### src/rtl/hdlc_pkg.sv
// Shared HDLC transmit constants and state type.
// StFcs exists only when HDLC_TX_FCS_EN is defined.
package hdlc_pkg;

    typedef enum logic [2:0] {
        StIdle,
        StStartFlag,
        StData,
`ifdef HDLC_TX_FCS_EN
        StFcs,
`endif
        StEndFlag,
        StAbort
    } tx_state_t;

    localparam logic [7:0]  HDLC_FLAG        = 8'h7E;
    localparam logic [7:0]  HDLC_ABORT       = 8'h7F;
    localparam logic [15:0] HDLC_CRC16_POLY  = 16'h8005;
    localparam int unsigned HDLC_STUFF_LIMIT = 5;

    function automatic logic [7:0] reverse8(input logic [7:0] value);
        logic [7:0] result;
        for (int i = 0; i < 8; i++) begin
            result[i] = value[7-i];
        end
        return result;
    endfunction

endpackage

### src/rtl/hdlc_tx_serializer_if.sv
// Tx buffer / serializer handshake bundle.
// master = buffer/controller side, slave = serializer side.
interface hdlc_tx_serializer_if;

    logic       Tx_Enable;
    logic       Tx_DataAvail;
    logic [7:0] Tx_Data;
    logic       Tx_AbortFrame;
    logic       Tx_RdBuff;
    logic       Tx_NewByte;
    logic       Tx_ValidFrame;
    logic       Tx_Done;
    logic       Tx_AbortedTrans;
    logic       Tx;

    modport master (
        output Tx_Enable, Tx_DataAvail, Tx_Data, Tx_AbortFrame,
        input  Tx_RdBuff, Tx_NewByte, Tx_ValidFrame, Tx_Done, Tx_AbortedTrans, Tx
    );

    modport slave (
        input  Tx_Enable, Tx_DataAvail, Tx_Data, Tx_AbortFrame,
        output Tx_RdBuff, Tx_NewByte, Tx_ValidFrame, Tx_Done, Tx_AbortedTrans, Tx
    );

endinterface

### src/rtl/hdlc_crc16.sv
// Bit-serial CRC-16 (G = x^16 + x^15 + x^2 + 1), MSB-first, no final complement.
module hdlc_crc16
    import hdlc_pkg::*;
(
    input  logic        Clk,
    input  logic        Rst,
    input  logic        Init,
    input  logic        Shift,
    input  logic        DataBit,
    output logic [15:0] Crc
);

    logic [15:0] crcQ, crcD;
    logic        feedback;

    always_comb begin
        crcD     = crcQ;
        feedback = DataBit ^ crcQ[15];
        if (Init) begin
            crcD = '0;
        end else if (Shift) begin
            crcD = {crcQ[14:0], 1'b0} ^ (feedback ? HDLC_CRC16_POLY : 16'h0000);
        end
    end

    always_ff @(posedge Clk) begin
        if (Rst) begin
            crcQ <= '0;
        end else begin
            crcQ <= crcD;
        end
    end

    assign Crc = crcQ;

endmodule

### src/rtl/hdlc_tx_serializer.sv
// HDLC serial transmitter: flags, zero insertion, abort, optional CRC-16 FCS.
// Optional FCS is compiled in with HDLC_TX_FCS_EN.
module hdlc_tx_serializer
    import hdlc_pkg::*;
(
    input logic                 Clk,
    input logic                 Rst,
    hdlc_tx_serializer_if.slave txIf
);

    // Abort pattern goes on the line as 0 followed by seven 1s.
    localparam logic [7:0] AbortLine  = reverse8(HDLC_ABORT);
    localparam logic [2:0] StuffLimit = 3'(HDLC_STUFF_LIMIT);

    tx_state_t  stateQ, stateD;
    logic [2:0] bitCntQ, bitCntD;
    logic [7:0] shiftQ, shiftD;
    logic [2:0] onesQ, onesD;
    logic       txQ, txD;
    logic       newByteQ, newByteD;
    logic       validQ, validD;
    logic       doneQ, doneD;
    logic       abortedQ, abortedD;
    logic       rdBuff;
    logic       payload;
    logic       lastBit;
    logic       inFrame;

`ifdef HDLC_TX_FCS_EN
    logic [15:0] fcsQ, fcsD;
    logic        fcsSecondQ, fcsSecondD;
    logic [15:0] crc;
    logic        crcInit;
    logic        dataBit;

    hdlc_crc16 u_crc (
        .Clk     (Clk),
        .Rst     (Rst),
        .Init    (crcInit),
        .Shift   (dataBit),
        .DataBit (txD),
        .Crc     (crc)
    );
`endif

    assign lastBit = (bitCntQ == 3'd7);
    assign inFrame = (stateQ != StIdle) && (stateQ != StAbort);

    always_comb begin
        stateD   = stateQ;
        bitCntD  = bitCntQ;
        shiftD   = shiftQ;
        onesD    = '0;
        txD      = 1'b1;
        newByteD = 1'b0;
        validD   = validQ;
        doneD    = 1'b0;
        abortedD = 1'b0;
        rdBuff   = 1'b0;
        payload  = 1'b0;
`ifdef HDLC_TX_FCS_EN
        fcsD       = fcsQ;
        fcsSecondD = fcsSecondQ;
        crcInit    = 1'b0;
        dataBit    = 1'b0;
`endif
        if (inFrame && txIf.Tx_AbortFrame) begin
            stateD   = StAbort;
            bitCntD  = '0;
            txD      = AbortLine[0];
            shiftD   = AbortLine >> 1;
            validD   = 1'b0;
            abortedD = 1'b1;
        end else if (onesQ == StuffLimit) begin
            // Stuffed zero: bit position and shift register hold this cycle.
            txD = 1'b0;
        end else begin
            unique case (stateQ)
                StIdle: begin
                    if (txIf.Tx_Enable && txIf.Tx_DataAvail) begin
                        stateD  = StStartFlag;
                        bitCntD = '0;
                        txD     = HDLC_FLAG[0];
                        shiftD  = HDLC_FLAG >> 1;
                        validD  = 1'b1;
`ifdef HDLC_TX_FCS_EN
                        crcInit = 1'b1;
`endif
                    end
                end
                StStartFlag, StData: begin
                    if (!lastBit) begin
                        bitCntD = bitCntQ + 3'd1;
                        txD     = shiftQ[0];
                        shiftD  = shiftQ >> 1;
                        payload = (stateQ == StData);
`ifdef HDLC_TX_FCS_EN
                        dataBit = (stateQ == StData);
`endif
                    end else if (txIf.Tx_DataAvail) begin
                        rdBuff   = 1'b1;
                        stateD   = StData;
                        bitCntD  = '0;
                        txD      = txIf.Tx_Data[0];
                        shiftD   = {1'b0, txIf.Tx_Data[7:1]};
                        newByteD = 1'b1;
                        payload  = 1'b1;
`ifdef HDLC_TX_FCS_EN
                        dataBit  = 1'b1;
`endif
                    end else begin
`ifdef HDLC_TX_FCS_EN
                        stateD     = StFcs;
                        bitCntD    = '0;
                        fcsSecondD = 1'b0;
                        txD        = crc[15];
                        fcsD       = {crc[14:0], 1'b0};
                        payload    = 1'b1;
`else
                        stateD  = StEndFlag;
                        bitCntD = '0;
                        txD     = HDLC_FLAG[0];
                        shiftD  = HDLC_FLAG >> 1;
`endif
                    end
                end
`ifdef HDLC_TX_FCS_EN
                StFcs: begin
                    if (!lastBit || !fcsSecondQ) begin
                        bitCntD = bitCntQ + 3'd1;
                        txD     = fcsQ[15];
                        fcsD    = {fcsQ[14:0], 1'b0};
                        payload = 1'b1;
                        if (lastBit) begin
                            fcsSecondD = 1'b1;
                        end
                    end else begin
                        stateD  = StEndFlag;
                        bitCntD = '0;
                        txD     = HDLC_FLAG[0];
                        shiftD  = HDLC_FLAG >> 1;
                    end
                end
`endif
                StEndFlag, StAbort: begin
                    if (!lastBit) begin
                        bitCntD = bitCntQ + 3'd1;
                        txD     = shiftQ[0];
                        shiftD  = shiftQ >> 1;
                        doneD   = (stateQ == StEndFlag) && (bitCntQ == 3'd6);
                    end else begin
                        stateD  = StIdle;
                        bitCntD = '0;
                        validD  = 1'b0;
                    end
                end
                default: begin
                    stateD = StIdle;
                end
            endcase
            if (payload) begin
                onesD = txD ? onesQ + 3'd1 : 3'd0;
            end
        end
    end

    always_ff @(posedge Clk) begin
        if (Rst) begin
            stateQ   <= StIdle;
            bitCntQ  <= '0;
            shiftQ   <= '0;
            onesQ    <= '0;
            txQ      <= 1'b1;
            newByteQ <= 1'b0;
            validQ   <= 1'b0;
            doneQ    <= 1'b0;
            abortedQ <= 1'b0;
        end else begin
            stateQ   <= stateD;
            bitCntQ  <= bitCntD;
            shiftQ   <= shiftD;
            onesQ    <= onesD;
            txQ      <= txD;
            newByteQ <= newByteD;
            validQ   <= validD;
            doneQ    <= doneD;
            abortedQ <= abortedD;
        end
    end

`ifdef HDLC_TX_FCS_EN
    always_ff @(posedge Clk) begin
        if (Rst) begin
            fcsQ       <= '0;
            fcsSecondQ <= 1'b0;
        end else begin
            fcsQ       <= fcsD;
            fcsSecondQ <= fcsSecondD;
        end
    end
`endif

    // Never pop the buffer while the frame is being dropped by reset.
    assign txIf.Tx_RdBuff       = rdBuff & ~Rst;
    assign txIf.Tx_NewByte      = newByteQ;
    assign txIf.Tx_ValidFrame   = validQ;
    assign txIf.Tx_Done         = doneQ;
    assign txIf.Tx_AbortedTrans = abortedQ;
    assign txIf.Tx              = txQ;

endmodule

### src/flat_wrapper.sv
// flat-port wrapper written by rule: the top's interface ports become plain ports
module hdlc_tx_serializer_flat import hdlc_pkg::*;
  (Clk, Rst, txIf_Tx_Enable, txIf_Tx_DataAvail, txIf_Tx_Data, txIf_Tx_AbortFrame, txIf_Tx_RdBuff, txIf_Tx_NewByte, txIf_Tx_ValidFrame, txIf_Tx_Done, txIf_Tx_AbortedTrans, txIf_Tx);
  hdlc_tx_serializer_if txIf_i ();
  input logic Clk;
  input logic Rst;
  input wire logic [$bits(txIf_i.Tx_Enable)-1:0] txIf_Tx_Enable;
  input wire logic [$bits(txIf_i.Tx_DataAvail)-1:0] txIf_Tx_DataAvail;
  input wire logic [$bits(txIf_i.Tx_Data)-1:0] txIf_Tx_Data;
  input wire logic [$bits(txIf_i.Tx_AbortFrame)-1:0] txIf_Tx_AbortFrame;
  output wire logic [$bits(txIf_i.Tx_RdBuff)-1:0] txIf_Tx_RdBuff;
  output wire logic [$bits(txIf_i.Tx_NewByte)-1:0] txIf_Tx_NewByte;
  output wire logic [$bits(txIf_i.Tx_ValidFrame)-1:0] txIf_Tx_ValidFrame;
  output wire logic [$bits(txIf_i.Tx_Done)-1:0] txIf_Tx_Done;
  output wire logic [$bits(txIf_i.Tx_AbortedTrans)-1:0] txIf_Tx_AbortedTrans;
  output wire logic [$bits(txIf_i.Tx)-1:0] txIf_Tx;
  assign txIf_i.Tx_Enable = txIf_Tx_Enable;
  assign txIf_i.Tx_DataAvail = txIf_Tx_DataAvail;
  assign txIf_i.Tx_Data = txIf_Tx_Data;
  assign txIf_i.Tx_AbortFrame = txIf_Tx_AbortFrame;
  assign txIf_Tx_RdBuff = txIf_i.Tx_RdBuff;
  assign txIf_Tx_NewByte = txIf_i.Tx_NewByte;
  assign txIf_Tx_ValidFrame = txIf_i.Tx_ValidFrame;
  assign txIf_Tx_Done = txIf_i.Tx_Done;
  assign txIf_Tx_AbortedTrans = txIf_i.Tx_AbortedTrans;
  assign txIf_Tx = txIf_i.Tx;
  hdlc_tx_serializer u_core (.Clk(Clk), .Rst(Rst), .txIf(txIf_i));
endmodule
### config.mk
export PLATFORM = sky130hd
export DESIGN_NAME = hdlc_tx_serializer_flat
export DESIGN_NICKNAME = d
export VERILOG_FILES = /design/src/rtl/hdlc_pkg.sv /design/src/rtl/hdlc_tx_serializer_if.sv /design/src/rtl/hdlc_crc16.sv /design/src/rtl/hdlc_tx_serializer.sv /design/src/flat_wrapper.sv
export SDC_FILE = /design/constraint.sdc
export NUM_CORES = 1
export LEC_CHECK = 0
export CELL_PAD_IN_SITES_DETAIL_PLACEMENT = 0
export CELL_PAD_IN_SITES_GLOBAL_PLACEMENT = 1
export CORE_MARGIN = 10
export CORE_UTILIZATION = 35
export CTS_CLUSTER_SIZE = 30
export DETAILED_ROUTE_END_ITERATION = 8
export PLACE_DENSITY_LB_ADDON = 0.1
export SYNTH_ARGS = -nofsm -noshare
export SYNTH_HDL_FRONTEND = slang
export SYNTH_SLANG_ARGS = --single-unit
### constraint.sdc
create_clock -name Clk -period 2.2 [get_ports Clk]
set_input_delay 0.22 -clock Clk [delete_from_list [all_inputs] [get_ports Clk]]
set_output_delay 0.22 -clock Clk [all_outputs]
set_load 0.005 [all_outputs]
==> results of run 1 <==
==> sequential cells by signal (all words and copies together), names as in the netlist <==
signal                       flops
u_core.shiftQ                    7
u_core.bitCntQ                   3
u_core.onesQ                     3
u_core.stateQ                    3
u_core.txIf.Tx                   1
u_core.txIf.Tx_AbortedTrans      1
u_core.txIf.Tx_Done              1
u_core.txIf.Tx_NewByte           1
u_core.txIf.Tx_ValidFrame        1
==> report_power, final <==
group	leakage (nW)	switching [mW]	internal [mW]
Combinational	0.435	0.332	0.286
Sequential	0.172	0.0508	0.462
Clock	0.0150	0.122	0.0706
==> cells in the final DEF, fill, tap and decap left out, drive strengths merged, types with 6 or more instances in the layout <==
| cell | n |
|---|---|
| nand2 | 11 |
| ha | 6 |
| nor2 | 12 |
| o21ai | 7 |
| buf | 12 |
| clkdlybuf4s50 | 17 |
| a221oi | 6 |
| inv | 17 |
| a21oi | 20 |
| dfxtp | 21 |
==> cell type report <==
type	instances	area (um^2)
Fill cell	365	1830
Multi-Input combinational cell	113	752
Sequential cell	21	422
Timing Repair Buffer	30	269
Inverter	17	63.8
Tap cell	46	57.6
Clock buffer	4	26.3
==> stage by stage <==
stage / cells / hold WS [ns] / instance area (um^2) / util, % / worst slack [ns]
after floorplan: 160 / 0.385 / 1260 / - / 0.0596
after detailed placement: 227 / 0.455 / 1550 / 45.4 / 0.0829
final: 231 / 0.471 / 1590 / 46.6 / 0.126
after global placement: 227 / 0.433 / 1550 / 45.4 / 0.110
after CTS: 231 / 0.479 / 1580 / 46.1 / 0.0489
after global routing: 231 / 0.489 / 1590 / 46.6 / 0.00468
==> worst max-delay path, cell delays in order (launching register included) <==
cell	delay [ns]
dfxtp_2	0.35
inv_1	0.04
ha_1	0.17
and2_1	0.17
or3_4	0.40
nor3_2	0.17
dlygate4sd2_1	0.25
==> worst max-delay path by stage <==
stage | start | endpoint | slack (ns) | depth (start not counted)
after floorplan | u_core.bitCntQ[0] | u_core.shiftQ[1] | 0.06 | 8
after CTS | u_core.bitCntQ[0] | u_core.shiftQ[1] | 0.05 | 8
after detailed placement | u_core.bitCntQ[0] | u_core.shiftQ[1] | 0.08 | 8
after global routing | u_core.bitCntQ[0] | u_core.shiftQ[3] | 0.005 | 8
after global placement | txIf_Tx_AbortFrame | txIf_Tx_RdBuff | 0.11 | 5
final | u_core.onesQ[1] | txIf_Tx_RdBuff | 0.13 | 6
==> metal layers <==
| metal | routed length, um | up-vias | GRT usage [%] |
|---|---|---|---|
| met5 | 0 | - | 0 |
| met4 | 28 | 0 | 2.82 |
| met3 | 162 | 4 | 2.48 |
| met2 | 1510 | 23 | 16.9 |
| met1 | 1710 | 585 | 15.5 |
| li1 | - | 632 | - |
==> cell families (layout without fill, tap and decap cells) <==
logic type	count (synthesis)	after routing
xor+xnor	2	2
fa+ha+maj	8	8
compound gates	56	56
mux	1	1
buf+inv	26	51
simple gates	46	46
flops	21	21
==> what timing repair did <==
item	CTS	global route
pin swaps	0	0
endpoints found under the setup margin	1	12
resized for setup	1	4
hold buffers	0	0
==> impl_metrics.yaml, run 1 <==
status:
  status: "finished clean"
floorplanning:
  start_util_pct: 36.8
  core_mm2: 0.00342
  die_w_um: 80.0
  die_area_mm2: 0.00640
  io_pins: 19
  fp.dieH_um: 80.0
  rows: 21
synth:
  synth_most_common_cell: "dfxtp_1"
  synth_compound_area_share_pct: 29.9
  synth_area_leaders: "dfxtp_1, a21oi_1, ha_1, inv_1, a221oi_1"
  synth.distinct_cells: 42
  avgSynthCellArea_um2: 7.87
  synth_top_family_by_area: "compound AO/OA/AOI/OAI gates"
  syn_area_mm2: 0.00126
  synth_nets: 179
  synth.ff_latch_count: 21
  synthCells: 160
  synth-edff-count: 0
  yosys_most_used_dff: "dfxtp_1"
  synthXorXnorAreaFrac_pct: 1.39
  synthTopCellsByCount: "dfxtp_1, a21oi_1, inv_1, nor2_1, nand2_1"
  synth_top_cell_by_area: "dfxtp_1"
  synth_top_area_share_pct: 33.4
  ys_warn_count: 0
  synth-async-reset-ratio_pct: 0
  synthAdderAreaFrac_pct: 7.55
  synth_mux_area_share_pct: 0.795
  yosys.area_share.simple_pct: 19.0
  yosysSeqAreaShare_pct: 33.4
finish:
  antenna_cells: 0
  fin_nets: 205
  drive_above_1_share_pct: 14.1
  area_growth_pct: 26.3
route:
  first_pass_iters: 4
  wl_per_cell_um: 14.8
  num_vias: 1244
  ant_nets: 0
  wirelength_mm: 3.41
  drt_iter0_markers: 74
  drc: 0
  vias_per_cell: 5.39
global_route:
  antenna_found_initial: 0
  grt-ovfl-total: 0
  grt_max_degree: 22
  grt_pass1_vias: 1199
  grtUsageTotal_pct: 11.2
  grt_pass1_wl_mm: 5.89
sta:
  rsz0062_at_grt: "no"
  max_slew.worst_pin.slew_ns: 0.434
  max_clock_freq_mhz: 482
  setup-violations-final: 0
  setup-tns-final_ns: 0
  fin_crit_sh_pct: 94.3
  fin_crit_ns: 2.07
  finalMaxSlewViolations: 0
  relSlewSlack_pct: 71.1
  finClkSkew_ns: 0.00745
  hold_viol: 0
setup_path:
  critPathCaptureType: "primary output"
  critPathKind: "reg -> out"
  crit_path_start_kind: "flip-flop"
  cp.arrival_ns: 1.85
  r2r-end: "u_core.shiftQ[1]"
  cp_max_fo: 4
  r2r-start: "u_core.bitCntQ[0]"
  r2r_slack_ns: 0.21
  reg2reg_depth: 8
  required_ns: 1.98
min_path:
  hold_end: "u_core.onesQ[0]"
  worstHoldStart: "u_core.onesQ[0]"
  hold_depth: 1
  hp-class: "reg -> reg"
placed_design:
  port_buffers: 18
  gp_congestion: 0.833
  place_hpwl_mm: 2.60
cts:
  clockRootBuffer: "clkbuf_4"
  cts.path.max_buffers: 2
  numClockSinks: 21
  cts_tree: "done"
  cts_max_level: 1
  postCtsSetupBuffers: 0
  cts_buffers: 3
  clk-insertion-delay-late_ns: 0.30
  clk_pin_slew_worst_paths_ns: 0.13
power:
  p_leak_nw: 0.623
  totalPowerFinal_mw: 1.32
  powerDensity_mw_per_mm2: 832
  peakVddDrop_mv: 0.328
job:
  cap_violations: 0
Power figures use the tool's default switching activity.
==> run 2: changes to the inputs <==
Settings changed: CORE_UTILIZATION 35 to 39.
Clock period 2.2 ns to 2.3 ns, I/O delays scaled along.
==> run 2 against run 1 <==
Effect of this change:
- combinational power shrank 5.0%
- global-route usage is essentially flat
- die area shrank 7.7%
- sequential power shrank 4%
- cell count is the same
- register-to-register slack lost 0.04 ns
- clock power is essentially flat
- sequential share of layout area shrank 0.16 points
- wire length shrank 2.3%
- via count grew 0.48%
- cell area grew 0.31%
- core utilization grew 5.3 points
==> impl_metrics.yaml, run 2 (synthesis results as in run 1) <==
status:
  status: "finished clean"
global_route:
  grt_pass1_wl_mm: 5.58
  grtUsageTotal_pct: 11.2
  grt-ovfl-total: 0
  met1_usage_pct: 14.3
  grt.met2_usage_pct: 18.0
  met3_usage_pct: 2.91
  grt_max_degree: 13
  antenna_found_initial: 0
  grt_most_used_layer: "met2"
  grt_pass1_vias: 1169
floorplanning:
  die_w_um: 76.8
  rows: 20
  start_util_pct: 40.9
  die_area_mm2: 0.00590
  core_mm2: 0.00308
  fp.dieH_um: 76.8
  io_pins: 19
route:
  vias_per_cell: 5.41
  num_vias: 1250
  drt_iter0_markers: 134
  ant_nets: 0
  drc: 0
  first_pass_iters: 4
  wirelength_mm: 3.33
  wl_per_cell_um: 14.4
cts:
  clk-insertion-delay-late_ns: 0.32
  cts_buffers: 3
  cts_max_level: 1
  numClockSinks: 21
  clk_pin_slew_worst_paths_ns: 0.14
  cts_tree: "done"
  postCtsSetupBuffers: 0
  clockRootBuffer: "clkbuf_4"
  cts.path.max_buffers: 2
setup_path:
  crit_path_start_kind: "flip-flop"
  reg2reg_depth: 8
  critPathCaptureType: "flip-flop"
  cp.arrival_ns: 2.30
  required_ns: 2.48
  r2r-end: "u_core.shiftQ[1]"
  r2r-start: "u_core.bitCntQ[0]"
  critPathKind: "reg -> reg"
  r2r_slack_ns: 0.17
  cp_max_fo: 10
min_path:
  hold_end: "u_core.onesQ[0]"
  hold_depth: 1
  hp-class: "reg -> reg"
  worstHoldStart: "u_core.onesQ[0]"
power:
  pwr-share-seq_pct: 38.8
  p_leak_nw: 0.638
  sw_frac_of_total_pct: 38.4
  power_frac_comb_pct: 46.1
  peakVddDrop_mv: 0.381
  pwr-share-clk_pct: 15.0
  powerDensity_mw_per_mm2: 798
  power.internal_uw: 784
  p_sw_uw: 488
placed_design:
  place_hpwl_mm: 2.51
  port_buffers: 18
  gp_congestion: 0.831
finish:
  final_core_util_pct: 51.8
  area_growth_pct: 26.7
  multi_input_area_um2: 744
  top_register: "u_core.shiftQ"
  nFillCells: 334
  largest_reg_flops: 7
  antenna_cells: 0
  seq_area_um2: 420
  fin_nets: 207
  layout_commonest_cell: "dfxtp_1"
  drive_above_1_share_pct: 13.9
  final_cell_mix: "dfxtp_1, a21oi_1, inv_1, clkdlybuf4s50_1, buf_4"
sta:
  max_clock_freq_mhz: 470
  setup-tns-final_ns: 0
  finClkSkew_ns: 0.0155
  rsz0062_at_grt: "no"
  setup-violations-final: 0
  relSlewSlack_pct: 66.5
  whs_ns: 0.461
  fin_crit_sh_pct: 92.4
  fin_crit_ns: 2.13
  finalMaxSlewViolations: 0
  hold_viol: 0
  max_slew.worst_pin.slew_ns: 0.497
job:
  cap_violations: 0
## run 2: cell type report
class / count / share of cell area, %
multi-input cells: 113 / 46.7
flip-flops and latches: 21 / 26.4
repair buffers: 32 / 17.8
inverters: 17 / 4.00
well taps: 44 / 3.45
clock buffers: 3 / 1.41
clock inverters: 1 / 0.314
## run 2: power groups by stage
stage	logic [mW]	clock network [mW]	registers, mW
2_1_floorplan	0.387	0	0.488
6_report	0.587	0.191	0.494
5_1_grt	0.653	0.209	0.504
3_5_place_dp	0.580	0	0.501
3_3_place_gp	0.573	0	0.500
4_1_cts	0.584	0.197	0.494
## run 2: per-layer routing
metal / vias up / part of all wire, % / routed length (um)
li1: 628 / - / -
met1: 587 / 47 / 1580
met2: 31 / 46 / 1540
met3: 4 / 5.4 / 181
met4: 0 / 0.84 / 28
met5: - / 0 / 0
## run 2: worst max-delay path by stage
stage	cells past startpoint	startpoint	end	slack, ns
floorplan	8	u_core.bitCntQ[0]	u_core.shiftQ[1]	0.16
global placement	5	txIf_Tx_AbortFrame	txIf_Tx_RdBuff	0.18
detailed placement	5	txIf_Tx_AbortFrame	txIf_Tx_RdBuff	0.19
CTS	6	u_core.onesQ[1]	txIf_Tx_RdBuff	0.18
global route	8	u_core.bitCntQ[0]	u_core.shiftQ[1]	0.02
finish	8	u_core.bitCntQ[0]	u_core.shiftQ[1]	0.17
## run 2: critical path: stages (launching register included)
cell and delay, ns:
dfxtp_1 0.38, ha_1 0.23, ha_1 0.30, a21oi_1 0.25, a2bb2oi_2 0.22, o21ai_0 0.10, a211oi_1 0.24, buf_4 0.19
a221oi_1 0.08
## run 2: timing repair
action                     in CTS  in global routing
cloned                          0                  0
resized for setup               1                  1
hold buffers                    0                  0
setup endpoints to repair       1                  6
## run 2: metrics by stage
step	instance area [um^2]	power (mW)	setup WS, ns	std cells
finish	1600	1.27	0.174	231
global placement	1560	1.07	0.176	227
CTS	1590	1.27	0.179	231
global route	1600	1.37	0.0173	231
floorplan	1260	0.875	0.160	160
detailed placement	1560	1.08	0.186	227
